### src/rtl/serial_tx_shifter.sv
// Parallel-to-serial shifter with a one-word holding register, MSB first, no gap bits.
// Optional even-parity slot after each word when SERIAL_TX_PARITY_EN is defined.
module serial_tx_shifter #(
    parameter int unsigned WIDTH    = 8,
    parameter logic        IDLE_BIT = 1'b1
) (
    input  logic             clk,
    input  logic             reset,
    input  logic             bit_en,
    input  logic [WIDTH-1:0] s_data,
    input  logic             s_valid,
    output logic             s_ready,
    output logic             bit_out,
    output logic             bit_valid,
    output logic             word_done,
    output logic             busy
);

    localparam int unsigned CW = $clog2(WIDTH + 1);

`ifdef SERIAL_TX_PARITY_EN
    typedef enum logic [1:0] {S_IDLE, S_SHIFT, S_PARITY} state_t;
`else
    typedef enum logic [0:0] {S_IDLE, S_SHIFT} state_t;
`endif

    state_t           state_q, state_d;
    logic [CW-1:0]    cnt_q, cnt_d;
    logic [WIDTH-1:0] sh_q, sh_d;
    logic [WIDTH-1:0] hold_q, hold_d;
    logic             hold_full_q, hold_full_d;
    logic             bit_q, bit_d;
    logic             done_q, done_d;
`ifdef SERIAL_TX_PARITY_EN
    logic             par_q, par_d;
`endif
    logic             load;
    logic             word_end;

    always_ff @(posedge clk or posedge reset) begin
        if (reset) begin
            state_q     <= S_IDLE;
            cnt_q       <= '0;
            sh_q        <= '0;
            hold_q      <= '0;
            hold_full_q <= 1'b0;
            bit_q       <= IDLE_BIT;
            done_q      <= 1'b0;
`ifdef SERIAL_TX_PARITY_EN
            par_q       <= 1'b0;
`endif
        end else begin
            state_q     <= state_d;
            cnt_q       <= cnt_d;
            sh_q        <= sh_d;
            hold_q      <= hold_d;
            hold_full_q <= hold_full_d;
            bit_q       <= bit_d;
            done_q      <= done_d;
`ifdef SERIAL_TX_PARITY_EN
            par_q       <= par_d;
`endif
        end
    end

    always_comb begin
        state_d     = state_q;
        cnt_d       = cnt_q;
        sh_d        = sh_q;
        hold_d      = hold_q;
        hold_full_d = hold_full_q;
        bit_d       = bit_q;
        done_d      = 1'b0;
`ifdef SERIAL_TX_PARITY_EN
        par_d       = par_q;
`endif
        load        = 1'b0;
        word_end    = 1'b0;

        if (bit_en) begin
            case (state_q)
                S_IDLE: load = hold_full_q;
                S_SHIFT: begin
                    if (cnt_q != '0) begin
                        sh_d  = sh_q << 1;
                        bit_d = sh_q[WIDTH-2];
                        cnt_d = cnt_q - CW'(1);
                    end else begin
`ifdef SERIAL_TX_PARITY_EN
                        state_d = S_PARITY;
                        bit_d   = par_q;
`else
                        word_end = 1'b1;
`endif
                    end
                end
`ifdef SERIAL_TX_PARITY_EN
                S_PARITY: word_end = 1'b1;
`endif
                default: state_d = S_IDLE;
            endcase

            // A finishing word chains straight into the held one so no idle bit appears.
            if (word_end) begin
                done_d = 1'b1;
                if (hold_full_q) begin
                    load = 1'b1;
                end else begin
                    state_d = S_IDLE;
                    bit_d   = IDLE_BIT;
                end
            end

            if (load) begin
                sh_d        = hold_q;
                bit_d       = hold_q[WIDTH-1];
                cnt_d       = CW'(WIDTH - 1);
                state_d     = S_SHIFT;
                hold_full_d = 1'b0;
`ifdef SERIAL_TX_PARITY_EN
                par_d       = ^hold_q;
`endif
            end
        end

        // Accept only when empty, so this never overlaps a load.
        if (s_valid && !hold_full_q) begin
            hold_d      = s_data;
            hold_full_d = 1'b1;
        end
    end

    assign s_ready   = !hold_full_q;
    assign bit_out   = bit_q;
    assign bit_valid = (state_q != S_IDLE);
    assign word_done = done_q;
    assign busy      = (state_q != S_IDLE) || hold_full_q;

endmodule

### config.mk
export PLATFORM = sky130hd
export DESIGN_NAME = serial_tx_shifter
export DESIGN_NICKNAME = d
export VERILOG_FILES = /design/src/rtl/serial_tx_shifter.sv
export SDC_FILE = /design/constraint.sdc
export NUM_CORES = 1
export LEC_CHECK = 0
export ABC_AREA = 0
export BUFFER_PORTS_ARGS = -buffer_cell sky130_fd_sc_hd__buf_2
export CAP_MARGIN = 25
export CORE_UTILIZATION = 57
export DETAILED_ROUTE_END_ITERATION = 8
export PLACE_DENSITY = 0.81
export SYNTH_ARGS = -nofsm -noshare
export SYNTH_HDL_FRONTEND = slang
export SYNTH_SLANG_ARGS = --single-unit
### constraint.sdc
create_clock -name clk -period 5.7 [get_ports clk]
set_clock_uncertainty 0.1 [all_clocks]
set_input_delay 1.425 -clock clk [delete_from_list [all_inputs] [get_ports clk]]
set_output_delay 1.425 -clock clk [all_outputs]
set_load 0.1 [all_outputs]
==> flow_metrics.tcl, run 1 <==
set metrics [dict create \
    die_area_um2 1970 \
    crit_fanout 7 \
    dr.pass1.iters 4 \
    gp_congestion 0.720 \
    maxCapViolCount 0 \
    clockBufferDepth 2 \
    drc 0 \
    stdcell_area_um2 1140 \
    synth_cell_types 28 \
    start_util_pct 64.2 \
    hold_buffers 0 \
    diodes 0 \
    grt_max_degree 24 \
    post-route-min-period_ns 2.92 \
    hold_class "reg2reg" \
    postCtsSetupBuffers 0 \
    r2r_slack_ns 3.74 \
    postRouteAntennaNets 0 \
    grt_pass1_vias 612 \
    synth.most_common_cell "dfrtp_1" \
    cp.buffers_inverters 1 \
    grt_overflow 0 \
    tightest_slew_ns 0.827 \
    final.setup.tns_ns 0 \
    place_area_um2 1110 \
    grtUsageTotal_pct 20.7 \
    fmax_mhz 343 \
    routed_wl_um 1660 \
    synth_top_area_share_pct 53.8 \
    end_kind "primary output" \
    crit_family "flip-flops" \
    cts-buffers-inserted 3 \
    final_max_slew_viol_count 0 \
    die_w_um 44.4 \
    yosys-top-cells-count "dfrtp_1, mux2_2, inv_1, o221a_1, o21bai_1" \
    rows 14 \
    synth.area.top_cells "dfrtp_1, mux2_2, o221a_1" \
    cts_root_buf "clkbuf_4" \
    clock_latency_ns 0.31 \
    final.period_utilization_pct 51.2 \
    synthToLayoutAreaGrowth_pct 11.4 \
    final_nets 113 \
    synth-seq-area-share_pct 56.4 \
    cts_htree_levels 1 \
    cts.sinks 23 \
    grt_pass1_wl_um 2800 \
    yosys_most_used_dff "dfrtp_1" \
    setup_viol 0 \
    clkTransAtPathRegs_ns 0.12 \
    hold_violations 0 \
    drive_gt1_share_pct 31.3 \
    avgViaCountPerCell 5.49 \
    synth_top_area_cell "dfrtp_1" \
    timing.hold.ws_ns 0.430 \
    ys_async_sr_fraction_pct 100 \
    worstPathRequired_ns 4.18 \
    crit_slowest_cell "dfrtp_1" \
    rsz0062_at_grt "false" \
    syn-cell-area_um2 1020 \
    yosys_register_bits 23 \
    crit_chain "or2_2 > buf_2" \
    drt-wirelength-per-cell_um 13.5 \
    synth_edf_count 0 \
    syn_nets 95 \
    critical_path_arrival_ns 1.39 \
    power_leakage_nw 0.507 \
    ir_drop_uv 302 \
    avgSynthCellArea_um2 12.5 \
    drt_iter0_drc 11 \
    core-area_um2 1590 \
    maxSlewHeadroom_pct 44.8 \
    chipHeight_um 44.4 \
    worstSetupPathType "reg2out" \
    cts_resized 0 \
    portBuffers 16 \
    io_pins 17 \
    status "completed" \
    critical-path-max-stage-delay_ns 0.48 \
    hpwl_um 1190 \
    power_density_nw_per_um2 450 \
    cts_tree "yes" \
    yosysWarnings 0 \
    antenna_found_initial 0 \
    via_count 675 \
    startpoint_type "register" \
    synthCells 82 \
]
==> final timing paths <==
path                                          from                    end  cells after the start
setup / recovery           hold_full_q$_DFFE_PP0P_                   busy                      2
min in group asynchronous                    reset  bit_valid$_DFFE_PP0P_                      2
hold / removal               hold_q[7]$_DFFE_PP0P_  hold_q[7]$_DFFE_PP0P_                      1
setup reg to reg              cnt_q[0]$_DFFE_PP0P_    sh_q[6]$_DFFE_PP0P_                      5
hold reg to reg              hold_q[7]$_DFFE_PP0P_  hold_q[7]$_DFFE_PP0P_                      1
max in group asynchronous                    reset  hold_q[5]$_DFFE_PP0P_                      2
==> stage by stage <==
step / total power [mW] / setup slack, ns / instances / util, %
2_1_floorplan: 0.407 / 2.62 / 82 / -
3_3_place_gp: 0.431 / 3.00 / 119 / 69.9
3_5_place_dp: 0.442 / 2.94 / 119 / 69.9
4_1_cts: 0.516 / 2.78 / 123 / 71.5
5_1_grt: 0.544 / 2.73 / 123 / 71.5
6_report: 0.513 / 2.78 / 123 / 71.5
==> cell usage in the layout, fill, tap and decap left out, types with 2 or more instances in the layout <==
cell type,instances
nor2b_1,3
inv_1,7
o221a_1,7
o21a_1,3
nand3_1,2
clkbuf_4,3
nand2_1,4
o21ai_0,2
buf_2,16
dfrtp_1,22
o21bai_1,5
mux2_2,9
==> routing by layer <==
layer / GRT usage [%] / routed length [µm] / vias to the layer above / share of wire, %
met1: 27.4 / 816 / 325 / 49
li1: - / - / 330 / -
met5: 0 / 0 / - / 0
met2: 30.9 / 758 / 16 / 46
met4: 10.9 / 30 / 0 / 1.8
met3: 6.12 / 57 / 4 / 3.4
==> sequential cells by signal, indices dropped and copies added (netlist names) <==
signal and flops:
word_done 1, hold_full_q 1, sh_q 7, bit_out 1, hold_q 8, cnt_q 4, bit_valid 1
==> worst register-to-register path, delay by kind of cell, from the launching register on <==
family                     cells  cell delay [ns]
buffers and inverters          1             0.07
adders and majority gates      1             0.19
AOI/OAI and AO/OA              2             0.60
DFF                            1             0.42
and+or+nand+nor                1             0.47
==> cell families after synthesis <==
group / count (synthesis) / share of synthesized area (%)
adder cells (fa/ha/maj): 1 / 1.22
multiplexers: 9 / 9.90
flip-flops: 23 / 56.4
buffers and inverters: 10 / 4.52
AO/OA/AOI/OAI: 22 / 18.0
AND/OR/NAND/NOR: 17 / 10.0
==> final cells by class <==
class	instances	area, µm²
well taps	24	30.0
clock buffers	4	26.3
repair buffers	16	80.1
flip-flops and latches	23	577
fillers	127	454
inverters	7	26.3
multi-input cells	49	400
==> power by group <==
part / switching [mW] / leakage [nW] / internal (mW) / total, mW
Combinational: 0.0882 / 0.229 / 0.0785 / 0.167
Clock: 0.0487 / 0.0150 / 0.0274 / 0.0760
Sequential: 0.0426 / 0.264 / 0.227 / 0.270
Total: 0.179 / 0.507 / 0.333 / 0.513
No activity file was read; power rests on OpenSTA's default activity.
==> inputs of run 2 (changes only) <==
Settings changed: CORE_UTILIZATION 57 to 48, PLACE_DENSITY 0.81 to 0.72.
Clock period 5.7 ns to 2.35 ns, I/O delays scaled along.
==> flow_metrics.tcl, run 2 (same netlist as run 1, synthesis figures left out) <==
set metrics [dict create \
    final_common_cell "dfrtp_1" \
    crit_chain "or2_2 > buf_2" \
    p_sw_uw 434 \
    r2r_cells 5 \
    multi_input_area_um2 400 \
    grt_pass1_wl_um 2990 \
    postCtsSetupBuffers 0 \
    avgViaCountPerCell 5.67 \
    r2r_slack_ns 0.39 \
    hpwl_um 1250 \
    worstPathRequired_ns 1.66 \
    drc 0 \
    grtUsageTotal_pct 19.2 \
    stdcell_area_um2 1170 \
    die_w_um 48.2 \
    r2r-end "sh_q[3]$_DFFE_PP0P_" \
    grt_max_degree 24 \
    clkTransAtPathRegs_ns 0.12 \
    crit_slowest_cell "dfrtp_1" \
    io_pins 17 \
    power_leakage_nw 0.523 \
    setup_viol 0 \
    crit_fanout 7 \
    largest_register_ff_count 8 \
    place_ws_ns 0.380 \
    post-route-min-period_ns 2.07 \
    rsz0062_at_grt "false" \
    drt-wirelength-per-cell_um 14.2 \
    hold_violations 0 \
    chipHeight_um 48.2 \
    cp-startpoint "hold_full_q$_DFFE_PP0P_" \
    fillerInstances 167 \
    dp_cells 125 \
    hold_buffers 0 \
    diodes 0 \
    combinationalPowerShare_pct 32.7 \
    postRouteAntennaNets 0 \
    critical_path_arrival_ns 1.39 \
    rows 16 \
    maxSlewHeadroom_pct 58.4 \
    core-area_um2 1980 \
    power_density_nw_per_um2 1070 \
    cts_htree_levels 1 \
    dr.pass1.iters 4 \
    endpoint "busy" \
    drive_gt1_share_pct 33.3 \
    hold_class "in2async" \
    clock_latency_ns 0.31 \
    final.period_utilization_pct 88.2 \
    fmax_mhz 482 \
    via_count 732 \
    stdcell_count 129 \
    final_nets 116 \
    final.setup.tns_ns 0 \
    critical-path-max-stage-delay_ns 0.47 \
    drt_iter0_drc 15 \
    clockBufferDepth 2 \
    final_max_slew_viol_count 0 \
    ir_drop_uv 638 \
    regArea_um2 577 \
    internal_power_uw 811 \
    routed_wl_um 1830 \
    gp_congestion 0.822 \
    most-common-layout-cells "dfrtp_1, buf_2, mux2_2, inv_1, o221a_1" \
    start_util_pct 51.6 \
    finalPower_mw 1.24 \
    antenna_found_initial 0 \
    swShare_pct 34.9 \
    reg_top3 "hold_q: 8 flops, sh_q: 7 flops, cnt_q: 4 flops" \
    tightest_slew_ns 0.620 \
    die_area_um2 2320 \
    synthToLayoutAreaGrowth_pct 13.9 \
    cts_tree "yes" \
    p_seq_share_pct 52.7 \
    startpoint_type "register" \
    worstSetupPathType "reg2out" \
    place_area_um2 1140 \
    cts-buffers-inserted 3 \
    grt_overflow 0 \
    cts_resized 0 \
    end_kind "primary output" \
    status "completed" \
    portBuffers 16 \
    cts.sinks 23 \
    cts_root_buf "clkbuf_4" \
    maxCapViolCount 0 \
    grt_pass1_vias 675 \
    layout_setup_ws_ns 0.276 \
    pwr-share-clk_pct 14.6 \
    r2r-start "cnt_q[0]$_DFFE_PP0P_" \
    largest_register "hold_q" \
]
run 2: cell count changes in the layout (fill, tap and decap cells not counted), sizes merged:
cell	change
buf	+3
run 2: cell type report:
class | instances | area share (%)
clock buffer | 4 | 2.25
inverter | 7 | 2.25
multi-input combinational | 49 | 34.3
sequential | 23 | 49.5
tap | 27 | 2.90
timing repair buffer | 19 | 8.80
run 2: per-layer routing:
layer | track usage [%] | vias up | share of wire [%] | wire length (µm)
met5 | 0 | - | 0 | 0
li1 | - | 337 | - | -
met2 | 30.9 | 21 | 51 | 927
met1 | 26.1 | 370 | 44 | 799
met3 | 2.22 | 4 | 4.4 | 80
met4 | 8.33 | 0 | 1.1 | 21
run 2: worst min-delay path by stage:
| stage | cells after the start | slack, ns | endpoint | startpoint |
|---|---|---|---|---|
| floorplan | 2 | 0.37 | sh_q[0]$_DFFE_PP0P_ | sh_q[0]$_DFFE_PP0P_ |
| global placement | 2 | 0.39 | sh_q[0]$_DFFE_PP0P_ | sh_q[0]$_DFFE_PP0P_ |
| detailed placement | 1 | 0.40 | hold_q[1]$_DFFE_PP0P_ | hold_q[1]$_DFFE_PP0P_ |
| CTS | 3 | 0.20 | word_done$_DFF_PP0_ | reset |
| global route | 3 | 0.22 | cnt_q[2]$_DFFE_PP0P_ | reset |
| finish | 3 | 0.19 | word_done$_DFF_PP0_ | reset |
run 2: power groups by stage:
| stage | Clock [mW] | Sequential (mW) | Combinational [mW] |
|---|---|---|---|
| floorplan | 0 | 0.708 | 0.280 |
| global placement | 0 | 0.655 | 0.401 |
| detailed placement | 0 | 0.664 | 0.409 |
| CTS | 0.189 | 0.656 | 0.411 |
| global route | 0.200 | 0.683 | 0.446 |
| finish | 0.182 | 0.656 | 0.407 |
run 2: per-stage QoR:
| stage | util (%) | hold slack, ns |
|---|---|---|
| finish | 58.8 | 0.192 |
| global route | 58.8 | 0.225 |
| CTS | 58.8 | 0.196 |
| detailed placement | 57.5 | 0.398 |
| global placement | 57.5 | 0.388 |
| floorplan | - | 0.373 |
run 2: worst max-delay path: cells and delay by family, from the launching register on:
kind                   cells  cell delay [ns]
buffers and inverters      1             0.29
flip-flops                 1             0.47
AND/OR/NAND/NOR            1             0.31
